**config.mk**
```make
export PLATFORM = sky130hd
export DESIGN_NAME = alu_dispatch_flat
export DESIGN_NICKNAME = d
export VERILOG_FILES = /design/src/rtl/alu_dispatch_if.sv /design/src/rtl/alu_dispatch.sv /design/src/flat_wrapper.sv
export SDC_FILE = /design/constraint.sdc
export NUM_CORES = 1
export LEC_CHECK = 0
export ABC_AREA = 1
export CAP_MARGIN = 20
export CORE_ASPECT_RATIO = 0.8
export CORE_UTILIZATION = 40
export CTS_BUF_LIST = sky130_fd_sc_hd__clkbuf_16
export DETAILED_ROUTE_END_ITERATION = 10
export PLACE_DENSITY = 0.8
export SETUP_SLACK_MARGIN = 0.1
export SLEW_MARGIN = 20
export SYNTH_ARGS = -nofsm -noshare
export SYNTH_HDL_FRONTEND = slang
export SYNTH_SLANG_ARGS = --single-unit
export TNS_END_PERCENT = 1
```
**constraint.sdc**
```tcl
create_clock -name clk -period 1.6 [get_ports clk]
set_input_delay 0.48 -clock clk [delete_from_list [all_inputs] [get_ports clk]]
set_output_delay 0.48 -clock clk [all_outputs]
set_load 0.1 [all_outputs]
```
**src/rtl/alu_dispatch_if.sv**
```systemverilog
// Handshake bundle between the instruction/operand source, alu_dispatch and the downstream ALU stage.
interface alu_dispatch_if;
    logic        in_valid;
    logic        in_ready;
    logic [31:0] instr;
    logic [31:0] rs_val;
    logic [31:0] rt_val;
    logic        out_valid;
    logic        out_ready;
    logic [2:0]  alu_op;
    logic [31:0] alu_a;
    logic [31:0] alu_b;
    logic        illegal;

    modport slave (
        input  in_valid, instr, rs_val, rt_val, out_ready,
        output in_ready, out_valid, alu_op, alu_a, alu_b, illegal
    );

    modport master (
        output in_valid, instr, rs_val, rt_val, out_ready,
        input  in_ready, out_valid, alu_op, alu_a, alu_b, illegal
    );
endinterface

```
**src/rtl/alu_dispatch.sv**
```systemverilog
// Decodes a MIPS instruction into a registered ALU op/operand bundle behind a valid/ready skid-free stage.
// Optional issue/illegal counters are built when ALU_DISPATCH_STATS_EN is defined.
module alu_dispatch (
    input  logic          clk,
    input  logic          rst_n,
    alu_dispatch_if.slave bus
`ifdef ALU_DISPATCH_STATS_EN
    ,
    output logic [15:0]   issue_cnt,
    output logic [7:0]    illegal_cnt
`endif
);
    localparam int unsigned DW    = 32;
    localparam int unsigned OPW   = 3;
    localparam int unsigned IMMW  = 16;
    localparam int unsigned FLDW  = 6;

    localparam logic [FLDW-1:0] OPC_RTYPE = 6'b000000;
    localparam logic [FLDW-1:0] OPC_ADDI  = 6'b001000;
    localparam logic [FLDW-1:0] OPC_SLTI  = 6'b001010;
    localparam logic [FLDW-1:0] OPC_ANDI  = 6'b001100;
    localparam logic [FLDW-1:0] OPC_ORI   = 6'b001101;
    localparam logic [FLDW-1:0] OPC_BEQ   = 6'b000100;
    localparam logic [FLDW-1:0] OPC_LW    = 6'b100011;
    localparam logic [FLDW-1:0] OPC_SW    = 6'b101011;

    localparam logic [FLDW-1:0] FN_ADD = 6'b100000;
    localparam logic [FLDW-1:0] FN_SUB = 6'b100010;
    localparam logic [FLDW-1:0] FN_AND = 6'b100100;
    localparam logic [FLDW-1:0] FN_OR  = 6'b100101;
    localparam logic [FLDW-1:0] FN_SLT = 6'b101010;

    localparam logic [OPW-1:0] ALU_AND = 3'b000;
    localparam logic [OPW-1:0] ALU_OR  = 3'b001;
    localparam logic [OPW-1:0] ALU_ADD = 3'b010;
    localparam logic [OPW-1:0] ALU_SUB = 3'b110;
    localparam logic [OPW-1:0] ALU_SLT = 3'b111;

    typedef struct packed {
        logic           illegal;
        logic [OPW-1:0] op;
        logic [DW-1:0]  a;
        logic [DW-1:0]  b;
    } bundle_t;

    bundle_t         dec_c;
    bundle_t         bundle_q, bundle_d;
    logic            valid_q, valid_d;
    logic            in_xfer_c, out_xfer_c;
    logic            legal_c, use_imm_c, zext_c;
    logic [OPW-1:0]  op_c;
    logic [FLDW-1:0] opcode_c, funct_c;
    logic [IMMW-1:0] imm_c;
    logic            unused_reg_fields;

    assign opcode_c          = bus.instr[31:26];
    assign funct_c           = bus.instr[5:0];
    assign imm_c             = bus.instr[15:0];
    // Register specifiers arrive pre-resolved as rs_val/rt_val.
    assign unused_reg_fields = ^bus.instr[25:16];

    assign bus.in_ready = !valid_q || bus.out_ready;
    assign in_xfer_c    = bus.in_valid && bus.in_ready;
    assign out_xfer_c   = valid_q && bus.out_ready;

    // Instruction decode; anything unrecognised becomes an all-zero illegal bundle.
    always_comb begin
        legal_c   = 1'b1;
        op_c      = ALU_AND;
        use_imm_c = 1'b0;
        zext_c    = 1'b0;
        case (opcode_c)
            OPC_RTYPE: begin
                case (funct_c)
                    FN_ADD:  op_c = ALU_ADD;
                    FN_SUB:  op_c = ALU_SUB;
                    FN_AND:  op_c = ALU_AND;
                    FN_OR:   op_c = ALU_OR;
                    FN_SLT:  op_c = ALU_SLT;
                    default: legal_c = 1'b0;
                endcase
            end
            OPC_ADDI, OPC_LW, OPC_SW: begin
                op_c      = ALU_ADD;
                use_imm_c = 1'b1;
            end
            OPC_SLTI: begin
                op_c      = ALU_SLT;
                use_imm_c = 1'b1;
            end
            OPC_ANDI: begin
                op_c      = ALU_AND;
                use_imm_c = 1'b1;
                zext_c    = 1'b1;
            end
            OPC_ORI: begin
                op_c      = ALU_OR;
                use_imm_c = 1'b1;
                zext_c    = 1'b1;
            end
            OPC_BEQ: op_c = ALU_SUB;
            default: legal_c = 1'b0;
        endcase

        dec_c         = '0;
        dec_c.illegal = 1'b1;
        if (legal_c) begin
            dec_c.illegal = 1'b0;
            dec_c.op      = op_c;
            dec_c.a       = bus.rs_val;
            if (!use_imm_c)
                dec_c.b = bus.rt_val;
            else if (zext_c)
                dec_c.b = DW'(imm_c);
            else
                dec_c.b = {{(DW-IMMW){imm_c[IMMW-1]}}, imm_c};
        end
    end

    // A new input wins over a drain, so simultaneous transfers keep the stage full.
    always_comb begin
        valid_d  = valid_q;
        bundle_d = bundle_q;
        if (in_xfer_c) begin
            valid_d  = 1'b1;
            bundle_d = dec_c;
        end else if (out_xfer_c) begin
            valid_d = 1'b0;
        end
    end

    always_ff @(posedge clk or negedge rst_n) begin
        if (!rst_n) begin
            valid_q  <= 1'b0;
            bundle_q <= '0;
        end else begin
            valid_q  <= valid_d;
            bundle_q <= bundle_d;
        end
    end

    assign bus.out_valid = valid_q;
    assign bus.illegal   = bundle_q.illegal;
    assign bus.alu_op    = bundle_q.op;
    assign bus.alu_a     = bundle_q.a;
    assign bus.alu_b     = bundle_q.b;

`ifdef ALU_DISPATCH_STATS_EN
    localparam int unsigned ISSUE_W = 16;
    localparam int unsigned ILL_W   = 8;

    logic [ISSUE_W-1:0] issue_cnt_q, issue_cnt_d;
    logic [ILL_W-1:0]   illegal_cnt_q, illegal_cnt_d;

    // Issue count wraps; illegal count saturates so a storm of bad opcodes stays visible.
    always_comb begin
        issue_cnt_d   = issue_cnt_q;
        illegal_cnt_d = illegal_cnt_q;
        if (out_xfer_c) begin
            issue_cnt_d = issue_cnt_q + ISSUE_W'(1);
            if (bundle_q.illegal && (illegal_cnt_q != {ILL_W{1'b1}}))
                illegal_cnt_d = illegal_cnt_q + ILL_W'(1);
        end
    end

    always_ff @(posedge clk or negedge rst_n) begin
        if (!rst_n) begin
            issue_cnt_q   <= '0;
            illegal_cnt_q <= '0;
        end else begin
            issue_cnt_q   <= issue_cnt_d;
            illegal_cnt_q <= illegal_cnt_d;
        end
    end

    assign issue_cnt   = issue_cnt_q;
    assign illegal_cnt = illegal_cnt_q;
`endif
endmodule

```
**src/flat_wrapper.sv**
```systemverilog
// flat-port wrapper written by rule: the top's interface ports become plain ports
module alu_dispatch_flat 
  (clk, rst_n, bus_in_valid, bus_instr, bus_rs_val, bus_rt_val, bus_out_ready, bus_in_ready, bus_out_valid, bus_alu_op, bus_alu_a, bus_alu_b, bus_illegal);
  alu_dispatch_if bus_i ();
  input  logic clk;
  input  logic rst_n;
  input wire logic [$bits(bus_i.in_valid)-1:0] bus_in_valid;
  input wire logic [$bits(bus_i.instr)-1:0] bus_instr;
  input wire logic [$bits(bus_i.rs_val)-1:0] bus_rs_val;
  input wire logic [$bits(bus_i.rt_val)-1:0] bus_rt_val;
  input wire logic [$bits(bus_i.out_ready)-1:0] bus_out_ready;
  output wire logic [$bits(bus_i.in_ready)-1:0] bus_in_ready;
  output wire logic [$bits(bus_i.out_valid)-1:0] bus_out_valid;
  output wire logic [$bits(bus_i.alu_op)-1:0] bus_alu_op;
  output wire logic [$bits(bus_i.alu_a)-1:0] bus_alu_a;
  output wire logic [$bits(bus_i.alu_b)-1:0] bus_alu_b;
  output wire logic [$bits(bus_i.illegal)-1:0] bus_illegal;
  assign bus_i.in_valid = bus_in_valid;
  assign bus_i.instr = bus_instr;
  assign bus_i.rs_val = bus_rs_val;
  assign bus_i.rt_val = bus_rt_val;
  assign bus_i.out_ready = bus_out_ready;
  assign bus_in_ready = bus_i.in_ready;
  assign bus_out_valid = bus_i.out_valid;
  assign bus_alu_op = bus_i.alu_op;
  assign bus_alu_a = bus_i.alu_a;
  assign bus_alu_b = bus_i.alu_b;
  assign bus_illegal = bus_i.illegal;
  alu_dispatch u_core (.clk(clk), .rst_n(rst_n), .bus(bus_i));
endmodule
```
### After elaboration in Yosys (flattened, before gate mapping)

Index checks and enable logic that the tools add are counted.

| word-level totals | value |
|---|---|
| input port bits | 100 |
| register bits after elaboration | 69 |
| logic and storage cells | 39 |

| operators by class | value |
|---|---|
| equal/unequal tests | 12 |
| muxes and demuxes | 11 |
| reductions and logical operators | 11 |

Operator list:

| operator | number |
|---|---|
| $mux W68 | 1 |
| $mux W32 | 2 |
| $eq A6 B6 Y1 const B | 7 |
| $eq A6 B4 Y1 const B | 4 |
| $pmux W3 S5 | 1 |
| $pmux W3 S4 | 1 |
| $reduce_or A7 Y1 | 1 |
| $eq A6 B3 Y1 const B | 1 |
| $logic_not A6 Y1 | 1 |
| $reduce_or A6 Y1 | 1 |
| $mux W1 | 5 |
| $reduce_or A5 Y1 | 1 |
| $reduce_or A3 Y1 | 1 |
| $logic_and A1 B1 Y1 | 2 |
| $pmux W1 S2 | 1 |
| $reduce_bool A2 Y1 | 1 |
| $reduce_or A2 Y1 | 1 |
| $logic_not A1 Y1 | 1 |
| $logic_or A1 B1 Y1 | 1 |

### Depth between registers and ports, before layout

| logic depth | value |
|---|---|
| depth in word-level cells | 6 |
| depth in mapped cells | 11 |
| mapped depth without buffers | 9 |

### Worst setup path after synthesis

No wires, ideal clock.

| timing | value |
|---|---|
| path kind | register -> register |
| start point | register u_core.valid_q, in the netlist u_core.bus.out_valid |
| end point | register u_core.bundle_q (netlist bit u_core.bus.alu_op[2]) |
| buffers on the path | 2 |
| arrival time | 2.856 ns |
| required time | 1.477 ns |
| stages on the path, launching flop included | 8 |
| slack | -1.379 ns |
| cell sequence | dfrtp_1 nand2_1 nand2_1 clkinv_1 buf_2 buf_2 o21ai_0 nand2_1 |

| on the way | value |
|---|---|
| word-level cells in the longest chain between the ends | 3 |

RTL lines:

| element | RTL line | source |
|---|---|---|
| start: declaration | alu_dispatch.sv:48 | `logic valid_q, valid_d;` |
| start signal: assignment | alu_dispatch.sv:137 | `valid_q <= valid_d;` |
| $logic_not A1 Y1 | alu_dispatch.sv:62 | `assign bus.in_ready = !valid_q \|\| bus.out_ready;` |
| $logic_or A1 B1 Y1 | alu_dispatch.sv:62 |  |
| net bus_in_ready | flat_wrapper.sv:12 | `output wire logic [$bits(bus_i.in_ready)-1:0] bus_in_ready;` |
| $logic_and A1 B1 Y1 | alu_dispatch.sv:63 | `assign in_xfer_c = bus.in_valid && bus.in_ready;` |
| end signal: assignment | alu_dispatch.sv:138 | `bundle_q <= bundle_d;` |
| end: declaration | alu_dispatch.sv:47 | `bundle_t bundle_q, bundle_d;` |

The timed path passes the listed nets, and every way through them passes these cells.
A chain may end at the register's enable or synchronous reset.

### Final worst setup path

| timing | value |
|---|---|
| start point | input bus_instr[26] |
| end point | register u_core.bundle_q (netlist bit u_core.bus.alu_b[4]) |

| on the way | value |
|---|---|
| word-level cells in the longest chain between the ends | 5 |
| elaborated cells on any way between the ends | 14 |
| those cells by class | 7 x eq/ne; 4 x mux; 3 x reduce/logical |

RTL lines:

| element | RTL line | source |
|---|---|---|
| start: declaration | flat_wrapper.sv:8 | `input wire logic [$bits(bus_i.instr)-1:0] bus_instr;` |
| $eq A6 B4 Y1 or $eq A6 B6 Y1 (tied branches) | alu_dispatch.sv:72 | `case (opcode_c)` |
| $reduce_or A6 Y1 (no line) | n/a |  |
| $mux W1 | alu_dispatch.sv:72 |  |
| $mux W32 | alu_dispatch.sv:111 | `if (!use_imm_c)` |
| $mux W68 (*) | alu_dispatch.sv:107 | `if (legal_c) begin` |

Mark *: on every way between the ends. The rest lies on a longest branch, timed or not.

==> metrics <==
status complete, but fails checks; failing checks negative setup slack; row count 29; Worst EP required around 1800 ps; Worst setup EP type flip-flop; max-cap violation count 0; Synth Register Bits 69; Yosys top cell by area dfrtp_1; # diodes 0; area grow syn2layout 113.0%; total gr overflow 0; GP Congestion 0.8305; setup ws final -57.09 ps; reg2reg path depth 7; Cell Pwr Density between 800 and 900 mW/mm^2; Setup Crit Path Kind input pin to flip-flop; Post-synth EDFFs 0; clock power share 0.310; main flop type after synthesis dfrtp_1; share of cells above drive strength 1 0.3413; I/O pin count 170; Initial Utilization 0.4186; drt total wl approximately 15000 um; via-per-instance ratio between 5 and 6; vias in the first global route around 4k; CTS tree yes; Worst-Skew Late Latency 330 ps; Mapped Nets roughly 550; Final setup viols 2; LEAKAGE 0.003576 uW; Core Region between 0.008 and 0.009 mm^2; H-tree levels 3; placed cell area around 0.0060 mm^2; worst slew pin tran 448.9 ps; yosys warns 0; setup TNS -61.62 ps; Sw Share 0.3646; synth cell count leaders nand2_1 (199), dfrtp_1 (69), nand3_1 (55); Crit path max-delay family simple AND/OR/NAND/NOR gates; GRT Util Overall 0.3116; Critical Path Stages 13; Setup Skew between 7 and 8 ps; fin area between 0.007 and 0.008 mm^2; most frequent cell after synthesis nand2_1; storage element area 0.001730 mm^2; DPL Wire Length around 8200 um; CP max-delay cell buf_2; post-synth top area share 0.5121; switching power around 2200 uW; Seq pwr share 0.331; Wirelength per Cell roughly 20 um; Period minus WS final 1657 ps; chip width between 100 and 150 um; Slew headroom 0.7007; Comb power frac 0.360; worst path bufs/invs 5; sequential share of the synthesized area 0.5121; unrepaired setup endpoints after global routing yes; Tot Pwr between 5000 and 6000 uW; Multi-input gate area about 0.0017 mm^2; Via Count 4080; cell count after synthesis approximately 450; Vert. Die Dim 84.12 um; Fin. Hold Viols 0; Post-synth ARST share 1.000; Avg Inst Size Synth approximately 7.5 um^2; Cell Area, Synth around 0.0034 mm^2; Root Driver clkbuf_16; Pint 3768 uW; fmax 603.5 MHz; Min-Delay Path Class input pin to asynchronous set/reset pin; count of unique library cells instantiated by Yosys 21; crit-path max cell delay roughly 180 ps; top post-synthesis cells by area dfrtp_1 (51%), nand2_1 (22%), nand3_1 (8.2%); CTS sink cnt 69; die area roughly 0.009 mm^2; Tcrit/Tclk final 1.036; antenna-violating nets left 0; peak supply drop 0.0007390 V; Max Slew Vio Count 0; DRC viols 0; Critical Path AT 1870 ps; worst-path cell chain buf_2 -> inv_1 -> nor2_2 -> nand3_4 -> nand2_4 -> nor2_4 -> buf_6 -> buf_6 -> buf_16 -> nand2_1 -> nand2_1 -> nand3_4 -> nand2_2; antenna violations before repair 0; largest net degree at the start of global routing 27; first-pass GRT wire length around 21000 um; clk slew on worst S/H paths approximately 60 ps; initial detailed-routing violation count a little under 300; CP Launch Type input pin; FILL cells 357; Clock Tree Buf Depth 2; Final nets approximately 760; # hold bufs at CTS 0; IO buf count roughly 160; total CTS buffers 9; drt pass-1 iters 5; worst-path maximum fanout 7
## cell families (layout without fill, tap and decap cells)
| logic type | after synthesis | count (layout) | synth area share |
|---|---|---|---|
| compound gates | 22 | 22 | 0.04527 |
| buf+inv | 66 | 286 | 0.08608 |
| flops | 69 | 69 | 0.5121 |
| simple gates | 291 | 291 | 0.3566 |
## flip-flops by register name (all words and copies together), names as in the netlist
register	cells
u_core.bus.alu_a	32
u_core.bus.alu_op	3
u_core.bus.out_valid	1
u_core.bus.alu_b	32
u_core.bus.illegal	1
## through the flow
stage	hold WS, ps	utilization	setup WS (ps)	instances
after floorplan	184.4	-	49.64	448
after global placement	433.7	0.7448	-483.6	721
after detailed placement	439.0	0.7448	-596.5	721
after CTS	86.01	0.8486	1.747	770
after global routing	96.20	0.8914	-92.52	776
final	88.01	0.8914	-57.09	776
## layout make-up
cell class / instances / share of cell area
timing repair buffer: 227 / 0.4442
clock inverter: 7 / 0.006796
multi-input combinational: 313 / 0.2340
clock buffer: 9 / 0.03136
inverter: 43 / 0.02387
tap: 108 / 0.01882
sequential: 69 / 0.2410
## placed cells by master (no fill, tap or decap), drive strengths merged, types with 2 or more instances in the layout
master,count
inv,44
clkbuf,13
o21bai,16
nand4,2
dfrtp,69
buf,143
clkdlybuf4s50,75
dlygate4sd2,2
nand2,202
nand3,56
a21oi,2
clkinv,6
clkdlybuf4s15,3
nor2,30
o21ai,3
## routing by layer
metal	vias to the layer above	GRT usage	routed length [um]
met4	0	0.09347	431
li1	1815	-	-
met5	-	0	0
met3	46	0.1085	1435
met1	1970	0.3626	5589
met2	249	0.5443	7673
## worst paths after layout
path,start,to,slack (ps)
min,rst_n,u_core.bus.alu_b[18],90
min reg2reg,u_core.bus.alu_a[15],u_core.bus.alu_a[15],550
max reg2reg,u_core.bus.out_valid,u_core.bus.alu_a[21],90
min in group clk,bus_instr[2],u_core.bus.alu_b[2],540
max in group asynchronous,rst_n,u_core.bus.alu_b[5],980
max,bus_instr[26],u_core.bus.alu_b[4],-60
## what timing repair did
action,4_1_cts,5_1_grt
endpoints found under the setup margin,68,70
pin swaps,16,58
gates resized for setup,74,76
buffers inserted,25,7
gates cloned,8,2
## power by group through the flow
stage	combinational [uW]	sequential, uW	clock, uW
after floorplan	330	2620	0
after global placement	1820	1980	0
after detailed placement	1850	1980	0
final	2130	1960	1840
after global routing	2210	1970	1950
after CTS	2000	1950	1850
No activity file was read; power rests on OpenSTA's default activity.
